<file path="config.mk">
export PLATFORM = sky130hd
export DESIGN_NAME = seg_scan_display
export DESIGN_NICKNAME = d
export VERILOG_FILES = /design/src/rtl/seg_scan_display_pkg.sv /design/src/rtl/seg_scan_display_decode.sv /design/src/rtl/seg_scan_display.sv
export SDC_FILE = /design/constraint.sdc
export NUM_CORES = 1
export LEC_CHECK = 0
export BUFFER_PORTS_ARGS = -buffer_cell sky130_fd_sc_hd__buf_4
export CORE_MARGIN = 1
export CORE_UTILIZATION = 34
export CTS_BUF_LIST = sky130_fd_sc_hd__clkbuf_4 sky130_fd_sc_hd__clkbuf_8
export CTS_CLUSTER_SIZE = 30
export DETAILED_ROUTE_END_ITERATION = 8
export GPL_TIMING_DRIVEN = 0
export PLACE_DENSITY = 0.56
export SKIP_LAST_GASP = 1
export SYNTH_ARGS = -nofsm -noshare
export SYNTH_HDL_FRONTEND = slang
export SYNTH_SLANG_ARGS = --single-unit
</file>
<file path="constraint.sdc">
create_clock -name clk -period 2.9 [get_ports clk]
set_input_delay 0.29 -clock clk [delete_from_list [all_inputs] [get_ports clk]]
set_output_delay 0.29 -clock clk [all_outputs]
set_load 0.01 [all_outputs]
</file>
<file path="src/rtl/seg_scan_display_pkg.sv">
// Shared constants and types for the multiplexed 7-segment scanner.
// Segment bytes are ordered {a,b,c,d,e,f,g,dp}, active-high.
package seg_scan_display_pkg;

    localparam int unsigned SCAN_DIV_DEFAULT  = 100_000;
    localparam int unsigned BLINK_DIV_DEFAULT = 50_000_000;

    localparam logic [7:0] SEG_0     = 8'hFC;
    localparam logic [7:0] SEG_1     = 8'h60;
    localparam logic [7:0] SEG_2     = 8'hDA;
    localparam logic [7:0] SEG_3     = 8'hF2;
    localparam logic [7:0] SEG_4     = 8'h66;
    localparam logic [7:0] SEG_5     = 8'hB6;
    localparam logic [7:0] SEG_6     = 8'hBE;
    localparam logic [7:0] SEG_7     = 8'hE0;
    localparam logic [7:0] SEG_8     = 8'hFE;
    localparam logic [7:0] SEG_9     = 8'hF6;
    localparam logic [7:0] SEG_DASH  = 8'h02;
    localparam logic [7:0] SEG_BLANK = 8'h00;

    // Registered display outputs, kept together so they update as one word.
    typedef struct packed {
        logic [7:0] digit1;
        logic [7:0] digit2;
        logic [7:0] tube_sel;
    } disp_out_t;

endpackage

</file>
<file path="src/rtl/seg_scan_display_decode.sv">
// seg_decode: combinational nibble-to-segment decoder.
// Ports: code (4-bit digit code) -> seg (8-bit {a..g,dp}, active-high).
// Codes 0-9 are digits, F is a dash, A-E are blank.
module seg_decode
    import seg_scan_display_pkg::*;
(
    input  logic [3:0] code,
    output logic [7:0] seg
);

    always_comb begin
        seg = SEG_BLANK;
        case (code)
            4'h0:    seg = SEG_0;
            4'h1:    seg = SEG_1;
            4'h2:    seg = SEG_2;
            4'h3:    seg = SEG_3;
            4'h4:    seg = SEG_4;
            4'h5:    seg = SEG_5;
            4'h6:    seg = SEG_6;
            4'h7:    seg = SEG_7;
            4'h8:    seg = SEG_8;
            4'h9:    seg = SEG_9;
            4'hF:    seg = SEG_DASH;
            default: seg = SEG_BLANK;
        endcase
    end

endmodule

</file>
<file path="src/rtl/seg_scan_display.sv">
// seg_scan_display: eight-tube multiplexed 7-segment scanner with blinking.
// Ports:
//   clk, rst (synchronous, active-low)
//   time_data  : eight 4-bit codes, [31:28] is the leftmost tube
//   blink_en   : enables blinking of tubes selected by blink_mask
//   blink_mask : bit i blinks the tube driven by tube_sel[i]
//   digit1     : segments for tubes 7..4 (zero while scanning tubes 3..0)
//   digit2     : segments for tubes 3..0 (zero while scanning tubes 7..4)
//   tube_sel   : one-hot tube enable, bit 7 is the leftmost tube
module seg_scan_display
    import seg_scan_display_pkg::*;
#(
    parameter int unsigned CLK_HZ    = 100_000_000,
    parameter int unsigned SCAN_DIV  = SCAN_DIV_DEFAULT,
    parameter int unsigned BLINK_DIV = BLINK_DIV_DEFAULT
) (
    input  logic        clk,
    input  logic        rst,
    input  logic [31:0] time_data,
    input  logic        blink_en,
    input  logic [7:0]  blink_mask,
    output logic [7:0]  digit1,
    output logic [7:0]  digit2,
    output logic [7:0]  tube_sel
);

    localparam int unsigned SCAN_W  = $clog2(SCAN_DIV);
    localparam int unsigned BLINK_W = $clog2(BLINK_DIV);
    localparam logic [SCAN_W-1:0]  SCAN_LAST  = SCAN_W'(SCAN_DIV - 1);
    localparam logic [BLINK_W-1:0] BLINK_LAST = BLINK_W'(BLINK_DIV - 1);

    if (CLK_HZ == 0 || SCAN_DIV < 2 || BLINK_DIV < 2) begin : g_param_check
        $error("seg_scan_display: CLK_HZ must be nonzero, SCAN_DIV and BLINK_DIV at least 2");
    end

    logic [SCAN_W-1:0]  scan_cnt, scan_cnt_nxt;
    logic [2:0]         idx, idx_nxt;
    logic [BLINK_W-1:0] blink_cnt, blink_cnt_nxt;
    logic               phase, phase_nxt;
    logic               loaded, loaded_nxt;
    logic [31:0]        shadow, shadow_nxt;
    disp_out_t          disp, disp_nxt;

    logic [2:0]  tube;
    logic [31:0] frame_src;
    logic [3:0]  code;
    logic [7:0]  seg;
    logic [7:0]  seg_vis;

    // Slot idx drives tube 7-idx, so the scan runs left to right.
    assign tube = 3'd7 - idx;

    // The first cycle out of reset displays time_data directly while the
    // shadow captures it, so the first frame is already the live sample.
    assign frame_src = loaded ? shadow : time_data;
    assign code      = 4'(frame_src >> {tube, 2'b00});

    seg_decode u_decode (
        .code (code),
        .seg  (seg)
    );

    // Next-state and next-output logic.
    always_comb begin
        scan_cnt_nxt  = scan_cnt + SCAN_W'(1);
        idx_nxt       = idx;
        shadow_nxt    = shadow;
        loaded_nxt    = 1'b1;
        blink_cnt_nxt = '0;
        phase_nxt     = 1'b1;
        seg_vis       = seg;
        disp_nxt      = '0;

        if (!loaded) begin
            shadow_nxt = time_data;
        end

        // Frame boundary: the shadow reloads as idx wraps 7 -> 0.
        if (scan_cnt == SCAN_LAST) begin
            scan_cnt_nxt = '0;
            idx_nxt      = idx + 3'd1;
            if (idx == 3'd7) begin
                shadow_nxt = time_data;
            end
        end

        // Disabling blink parks the phase visible so re-enabling starts visible.
        if (blink_en) begin
            blink_cnt_nxt = blink_cnt + BLINK_W'(1);
            phase_nxt     = phase;
            if (blink_cnt == BLINK_LAST) begin
                blink_cnt_nxt = '0;
                phase_nxt     = ~phase;
            end
        end

        if (blink_en && !phase && blink_mask[tube]) begin
            seg_vis = SEG_BLANK;
        end

        disp_nxt.tube_sel = 8'd1 << tube;
        if (idx[2]) begin
            disp_nxt.digit2 = seg_vis;
        end else begin
            disp_nxt.digit1 = seg_vis;
        end
    end

    // State and output registers.
    always_ff @(posedge clk) begin
        if (!rst) begin
            scan_cnt  <= '0;
            idx       <= '0;
            blink_cnt <= '0;
            phase     <= 1'b1;
            loaded    <= 1'b0;
            shadow    <= '0;
            disp      <= '0;
        end else begin
            scan_cnt  <= scan_cnt_nxt;
            idx       <= idx_nxt;
            blink_cnt <= blink_cnt_nxt;
            phase     <= phase_nxt;
            loaded    <= loaded_nxt;
            shadow    <= shadow_nxt;
            disp      <= disp_nxt;
        end
    end

    assign digit1   = disp.digit1;
    assign digit2   = disp.digit2;
    assign tube_sel = disp.tube_sel;

endmodule

</file>
==> metrics.txt, run 1 <==
Max Fanout on Critical Path 10; status complete, no violations; YS warnings 0; final hold viol count 0; RSZ-0062 raised after global routing no; crit path to digit2[3]; GRT met2 Usage about a quarter; initial antenna violation count 0; Top FF cell, synth dfxtp_1; grt ovf 0; gpl congestion about 0.77; max-slew violations 0; Area Growth Syn to Fin 19.36%; # setup viols final 0; io pins 67; CTS Hold Bufs 0; Residual DRC 0; total core area 13450 sq um; reported max-cap violation count 0; WL per Instance 14.02 um; critical path arrival 3.04 ns; largest net degree at the start of global routing 18; Antenna Cells 0; Critical R2R Launch loaded; Multi-input gate area roughly 2600 sq um; grt peak-use layer met2; Data required, critical path roughly 3.2 ns; Cells after DPL 715; Synth Area in Compound Gates roughly 3.7%; relative slew slack 54.62%; r2r setup slk about 0.16 ns; number of DRC markers in iteration 0 about 240; global routing usage on met1 19.54%; critical path cell sequence buf_4 -> buf_6 -> mux4_2 -> mux2i_2 -> mux2i_2 -> inv_1 -> ha_1 -> a21boi_0 -> a211oi_1 -> nor3b_1; clock latency on the worst-skew pair 0.39 ns; met3 Use GR 2.925%; total CTS buffers 9; crit end category flip-flop; slowest cell on the critical path mux4_2; Die Y 120.4 um; Cell Area, Synth 4763 sq um; post-synth top area share 42.87%; Synth Area in Simple Gates 21.57%; worst hold slack 0.02306 ns; max incr delay on CP around 0.53 ns; Tot GR Track Use 15.00%; Finished Core Util between 40 and 50%; CP Launch Type flip-flop; routed vias/inst 4.762; Hold Path Class input port to flip-flop; Register Area 2042 sq um; leading area contributor after synthesis dfxtp_1; setup_tns 0 ns; Leak 2.286 nW; largest cells by area after synthesis dfxtp_1 (43%), mux2i_1 (9.0%), mux4_2 (7.6%); #FFs+latches synth a little over 100; f_max between 300 and 400 MHz; fill count 1346; Rows 42; sequential share of the synthesized area about 43%; die area 14490 sq um; Peak VDD IR 229.1 uV; FF-to-FF path depth 10; Async SR Flop Fraction 0%; minimum clock period 2.742 ns; Final Cycle Share 94.57%; largest family of logic cells by synthesized area simple AND/OR/NAND/NOR gates; HP Start rst; Critical Path Most Common Cell mux2i_2; vias in the first global route 3385; Slew @ Worst Pin 0.6749 ns; Post-Route WL 10250 um; die width ~120 um; Yosys cell types between 40 and 50; clk slew on worst S/H paths 0.10 ns; XOR/XNOR Fraction of Synth Area 7.539%; CTS tree built; root buf cell clkbuf_8; Setup CP Type flip-flop to flip-flop; Final #Nets 606; Initial Utilization 35.41%; maximum clock path buffer count 2; post-route ant nets 0; share of cells above drive strength 1 21.44%; beginning of the critical path loaded; DR pass1 iterations 4; Non-Filler Instances 731; number of clock sinks 102; RR Endpoint digit2[3]; adder-cell share of the synthesized area 3.415%; Synth Area per Inst 10.05 sq um; via count 3481; I/O Buffers 64; EDFF count, synth 0; Syn Inst Count between 400 and 500; H-tree depth 3; Worst Clk Skew 0.01325 ns; PwrDens 472.2 nW/um^2; detailed placement HPWL 7673 um; first-pass GRT wire length roughly 17000 um; multiplexer area fraction after synthesis 17.31%
-- stage by stage --
stage | setup WS [ns] | instance area (sq um) | power, mW
floorplan | 0.2725 | 4767 | 1.672
global placement | -0.1787 | 5468 | 1.782
detailed placement | -0.2141 | 5468 | 1.788
CTS | 0.001473 | 5675 | 2.714
global route | 0.002806 | 5685 | 2.811
finish | 0.1575 | 5685 | 2.685
-- Yosys cell counts (6+ instances only) --
cell	number
dfxtp_1	102
nor2_1	59
mux2i_1	43
nor2b_1	41
xnor2_1	29
nand2_1	23
nand3_1	18
mux4_2	16
ha_1	13
and3_1	12
clkbuf_1	12
xor2_1	12
inv_1	10
and2_1	9
nor3_1	8
buf_2	6
or4_1	6
-- placed cells by master, fill, tap and decap left out, types with 3 or more instances in the layout --
cell      synthesis  layout
buf_4             3      67
nand4_1           3       3
and4_1            3       3
inv_1            10      10
nand3_1          18      18
a21oi_1           5       5
or4_1             6       6
and3_1           12      12
mux4_2           16      16
xor2_1           12      12
nand2_1          23      23
mux2_2            3       3
nor3_1            8       8
clkbuf_1         12      10
nor3b_1           3       3
clkbuf_8          0       9
buf_2             6       5
mux2i_1          43      41
o31ai_1           3       3
xnor2_1          29      29
a31oi_1           5       5
ha_1             13      13
nor2b_1          41      41
a21boi_0          3       3
dfxtp_1         102     102
nor2_1           59      59
and2_1            9       9
-- cell families (layout without fill, tap and decap cells) --
logic type / Yosys count / in the layout
fa+ha+maj: 13 / 13
flops: 102 / 102
compound gates: 26 / 26
xor+xnor: 41 / 41
simple gates: 195 / 195
mux: 62 / 62
other cells: 1 / 2
buf+inv: 34 / 114
-- report_power, final --
group	internal [mW]	total (mW)	leakage, nW	switching [mW]
registers	1.44	1.46	0.832	0.0186
logic	0.156	0.294	1.36	0.138
clock network	0.402	0.928	0.0960	0.526
-- area by class of cell --
type,count,area share (%)
Inverter,11,0.7262
Tap cell,176,3.873
Buffer,23,2.399
Multi-Input combinational cell,339,45.18
Timing Repair Buffer,64,8.451
Sequential cell,102,35.92
Clock inverter,7,1.276
Clock buffer,9,2.179
-- sequential cells by signal (all words and copies together) (netlist names) --
| signal | cells |
|---|---|
| blink_cnt | 26 |
| scan_cnt | 17 |
| digit2 | 7 |
| tube_sel | 8 |
| loaded | 1 |
| digit1 | 7 |
| phase | 1 |
| idx | 3 |
| shadow | 32 |
-- worst min-delay path by stage --
stage	depth (start not counted)	end
final	1	loaded
after global routing	1	loaded
after CTS	1	loaded
after detailed placement	1	loaded
after global placement	1	loaded
after floorplan	0	loaded
-- timing repair --
| action | in CTS | in global routing |
|---|---|---|
| pin swaps | 0 | 1 |
| gates cloned | 0 | 0 |
| setup endpoints to repair | 11 | 7 |
| gates resized for setup | 3 | 6 |
| buffers inserted | 0 | 0 |
-- worst max-delay path, delay by kind of cell (launching register included) --
kind	cells	cell delay, ns
buffers and inverters	3	0.57
and+or+nand+nor	1	0.25
muxes	3	1.02
adders and majority gates	1	0.18
DFF	1	0.32
AOI/OAI and AO/OA	2	0.29
-- metal layers --
layer  wire length [um]  up-vias
met5                  0        -
met4                196        0
met3                328       13
met2               4732       52
met1               4989     1636
li1                   -     1780
Power figures use the tool's default switching activity.
==> inputs of run 2 (changes only) <==
CORE_UTILIZATION = 50   (was 34)
PLACE_DENSITY = 0.71   (was 0.56)
==> run 2 against run 1 <==
Net effect: fmax shrank 0.66%; critical endpoint is now digit1[3]; highest routed layer unchanged; largest cell class unchanged; final area shrank 0.95%; critical path type unchanged; first-iteration DRC count shrank 63%; clock skew shrank 0.0016 ns; wire length shrank 5.2%.
==> metrics.txt, run 2 (synthesized netlist as in run 1, its figures left out) <==
status complete, no violations; max layer used met4; root buf cell clkbuf_8; first-pass GRT wire length 16210 um; total core area 9240 sq um; Peak VDD IR 290.1 uV; reported max-cap violation count 0; max reg flops 32; Hold Path Class input port to flip-flop; minimum clock period 2.761 ns; critical path arrival 3.00 ns; Design Area, Final 5632 sq um; CTS tree built; met3 WL between 200 and 250 um; gpl congestion roughly 0.83; Worst Clk Skew about 0.012 ns; Tot GR Track Use 20.62%; Buf/Inv on CP 2; Slew @ Worst Pin around 0.68 ns; Leak 2.282 nW; number of DRC markers in iteration 0 89; grt ovf 0; Data required, critical path approximately 3.1 ns; Antenna Cells 0; I/O Buffers 64; post-route ant nets 0; crit end category flip-flop; Die Y about 100 um; Final #Nets 606; clock latency on the worst-skew pair 0.36 ns; setup ws final approximately 0.14 ns; H-tree depth 3; critical path cell sequence clkbuf_1 -> mux4_2 -> mux2i_1 -> mux2i_2 -> inv_1 -> ha_1 -> a21boi_0 -> a211oi_1 -> nor3b_1; CTS Hold Bufs 0; worst hold slack 0.04500 ns; CP top delay family multiplexers; f_max 362.2 MHz; Cells after DPL 668; Finished Core Util 60.95%; most frequent cells in the layout dfxtp_1 (102), buf_4 (67), nor2_1 (59); number of clock sinks 102; Non-Filler Instances between 600 and 700; Setup CP Type flip-flop to flip-flop; vias in the first global route 3500; DP Area 5409 sq um; die width 99.61 um; initial antenna violation count 0; biggest regs shadow x32, blink_cnt x26, scan_cnt x17; DR pass1 iterations 4; final hold viol count 0; RSZ-0062 raised after global routing no; commonest non-fill, non-tap cell in the layout dfxtp_1; maximum clock path buffer count 2; slowest cell on the critical path clkbuf_1; routed vias/inst 5.096; post-place setup slack -0.1187 ns; relative slew slack between 50% and 60%; share of cells above drive strength 1 21.08%; die area 9921 sq um; fill count 794; PwrDens roughly 480 nW/um^2; Residual DRC 0; Post-Route WL roughly 9700 um; max-slew violations 0; Largest Register shadow; Initial Utilization between 50% and 60%; wl on met1 between 4000 and 5000 um; total CTS buffers 9; via count 3486; WL per Instance 14.20 um; largest net degree at the start of global routing 17; clk slew on worst S/H paths 0.09 ns; met2 routed WL 4685 um; Rows 35; Max Fanout on Critical Path 10; io pins 67; # setup viols final 0; Final Cycle Share 95.19%; Area Growth Syn to Fin 18.23%; CP Launch Type flip-flop; detailed placement HPWL just over 7000 um; max incr delay on CP 0.53 ns
-- run 2: worst reg2reg max path, delay by kind of cell, from the launching register on --
kind / cells / cell delay (ns)
AOI/OAI and AO/OA: 2 / 0.45
adders and majority gates: 1 / 0.23
muxes: 3 / 0.80
and+or+nand+nor: 1 / 0.11
buffers and inverters: 2 / 0.67
DFF: 1 / 0.40
-- run 2: per-stage QoR --
step / total power [mW] / setup TNS [ns]
3_3_place_gp: 1.777 / -0.6285
6_report: 2.676 / 0
5_1_grt: 2.782 / 0
4_1_cts: 2.687 / 0
3_5_place_dp: 1.784 / -0.8303
2_1_floorplan: 1.672 / 0
-- run 2: final timing paths --
kind,start,slack [ns],cells past startpoint,end
worst max-delay path,idx[1],0.14,9,digit1[3]
worst min-delay path,rst,0.05,1,loaded
worst max register to register,idx[1],0.14,9,digit1[3]
worst min register to register,scan_cnt[0],0.46,1,scan_cnt[0]
-- run 2: layout make-up --
cell class / instances / area, sq um / share of cell area [%]
sequential: 102 / 2042 / 36.26
inverter: 11 / 41.29 / 0.7332
tap: 129 / 161.4 / 2.866
buffer: 23 / 133.9 / 2.377
multi-input combinational: 339 / 2569 / 45.61
timing repair buffer: 64 / 480.5 / 8.531
clock buffer: 11 / 145.1 / 2.577
clock inverter: 5 / 58.81 / 1.044
-- run 2: timing repair --
item                       CTS  global route
setup buffers                0             0
pin swaps                    0             0
setup endpoints to repair   10             3
gates resized for setup      2             3
-- run 2: layer usage --
| layer | up-vias | GRT usage (%) |
|---|---|---|
| met5 | - | 0 |
| met3 | 11 | 2.811 |
| li1 | 1770 | - |
| met4 | 0 | 7.919 |
| met2 | 60 | 35.15 |
| met1 | 1645 | 26.55 |
-- run 2: where the power goes --
part | internal [mW] | total (mW) | switching (mW)
sequential | 1.44 | 1.46 | 0.0195
clock | 0.433 | 0.921 | 0.489
combinational | 0.156 | 0.291 | 0.135
total | 2.03 | 2.68 | 0.643
==> inputs of run 3 (changes only) <==
GPL_TIMING_DRIVEN = default   (was 0)
SKIP_CTS_REPAIR_TIMING = 1   (was default)
==> run 3 against run 2 <==
Net effect: clock-buffer cell count down 1; sequential power about the same; die area unchanged; cell count down 2.5%; non-clock buffer count down 17; first-iteration DRC count up 33%; wire length down 8.0%; sequential cell count unchanged; global-route usage down 1.6 points; worst hold slack better by 0.11 ns; sequential share of layout area up 0.41 points.
==> metrics.txt, run 3 (synthesized netlist as in run 1, its figures left out) <==
status complete, no violations; combinational fraction of design power 10.1%; Psw 636.9 uW; f_max 376.9 MHz; Antenna Cells 0; grt ovf 0; die width 99.61 um; critical path cell sequence buf_4 -> mux4_2 -> o22a_1 -> a22oi_1 -> inv_1 -> ha_1 -> mux2_2 -> a21oi_1; Max Fanout on Critical Path 10; slowest cell on the critical path mux4_2; crit end category flip-flop; post-route ant nets 0; r2r setup slk 0.25 ns; Finished Core Util 60.27%; Final #Nets 589; Rows 35; minimum clock period between 2 and 3 ns; number of DRC markers in iteration 0 118; WHS Endpoint phase; CP Launch Type flip-flop; commonest non-fill, non-tap cell in the layout dfxtp_1; Area Growth Syn to Fin 16.92%; RR Endpoint digit1[7]; max reg flops 32; vias in the first global route 3225; gpl congestion 0.8527; largest net degree at the start of global routing 48; HP Start blink_en; Cells after DPL roughly 650; Worst Clk Skew 0.01719 ns; CTS tree built; number of clock sinks approximately 100; H-tree depth 3; final hold viol count 0; root buf cell clkbuf_8; setup ws final 0.2465 ns; post-place setup slack 0.2908 ns; part of the power in the clock network between 30% and 40%; initial antenna violation count 0; DR pass1 iterations 4; reported max-cap violation count 0; CP top delay family compound AO/OA/AOI/OAI gates; total CTS buffers 9; Data required, critical path 3.18 ns; Pint 2.094 mW; Post-Route WL 8936 um; WL per Instance ~13 um; I/O Buffers between 60 and 70; detailed placement HPWL 6396 um; Initial Utilization 51.55%; PwrDens 490.3 nW/um^2; Leak 2.255 nW; clock latency on the worst-skew pair 0.36 ns; setup_tns 0 ns; clk slew on worst S/H paths around 0.1 ns; Buf/Inv on CP 2; most frequent cells in the layout dfxtp_1 (102), buf_4 (70), nor2_1 (59); Non-Filler Instances between 600 and 700; relative slew slack around 54%; Crit. path cell count 8; Final Cycle Share 91.50%; first-pass GRT wire length around 15000 um; Sw Ratio around a quarter; WHS Path Cells 2; Hold Path Class input port to flip-flop; max incr delay on CP 0.51 ns; max-slew violations 0; Largest Register shadow; FF-to-FF path depth 8; maximum clock path buffer count 2; biggest regs shadow x32, blink_cnt x26, scan_cnt x17; fill count 780; Slew @ Worst Pin 0.6770 ns; io pins 67; Setup CP Type flip-flop to flip-flop; via count ~3400; routed vias/inst between 5 and 6; # setup viols final 0; die area 9921 sq um; Die Y 99.61 um; sequential power share 53.6%; Peak VDD IR roughly 300 uV; critical path arrival 2.94 ns; total core area just over 9000 sq um; Critical R2R Launch loaded; share of cells above drive strength 1 between 20 and 25%; Residual DRC 0; Tot GR Track Use 19.00%; RSZ-0062 raised after global routing no
run 3: cell count changes in the layout (fill, tap and decap cells not counted), moves of 2 or more:
cell,delta
inv_6,+2
buf_4,+3
clkbuf_1,-12
buf_8,-2
buf_2,-5
mux2i_1,+2
mux2i_2,-2
run 3: final cells by class:
cell class | instances | area [sq um] | area share (%)
Timing Repair Buffer | 70 | 525.5 | 9.436
Inverter | 11 | 41.29 | 0.7414
Clock buffer | 10 | 131.4 | 2.359
Multi-Input combinational cell | 339 | 2575 | 46.24
Clock inverter | 6 | 92.59 | 1.663
Tap cell | 129 | 161.4 | 2.898
Sequential cell | 102 | 2042 | 36.67
run 3: worst max path at each step:
stage	start	endpoint	slack, ns
2_1_floorplan	loaded	digit1[7]	0.27
3_3_place_gp	loaded	digit1[7]	0.39
3_5_place_dp	loaded	digit1[7]	0.29
4_1_cts	loaded	digit1[7]	0.25
5_1_grt	loaded	digit2[3]	0.07
6_report	loaded	digit1[7]	0.25
run 3: per-layer routing:
metal / GRT usage [%] / wire (um) / vias up
li1: - / - / 1741
met1: 25.73 / 4399 / 1611
met2: 31.25 / 4176 / 61
met4: 6.335 / 79 / 0
met3: 2.741 / 281 / 7
met5: 0 / 0 / -
run 3: power by group through the flow:
stage	registers, mW	logic [mW]	clock network, mW
after detailed placement	1.50	0.277	0
after CTS	1.46	0.278	1.02
final	1.46	0.276	0.991
after floorplan	1.50	0.174	0
after global placement	1.49	0.274	0
after global routing	1.47	0.305	1.07
run 3: through the flow:
stage               hold slack (ns)  area, sq um  power, mW
global route                 0.1413         5569      2.846
floorplan                    0.3177         4767      1.672
CTS                          0.1452         5569      2.760
finish                       0.1585         5569      2.731
detailed placement           0.4408         5345      1.774
global placement             0.4298         5345      1.768
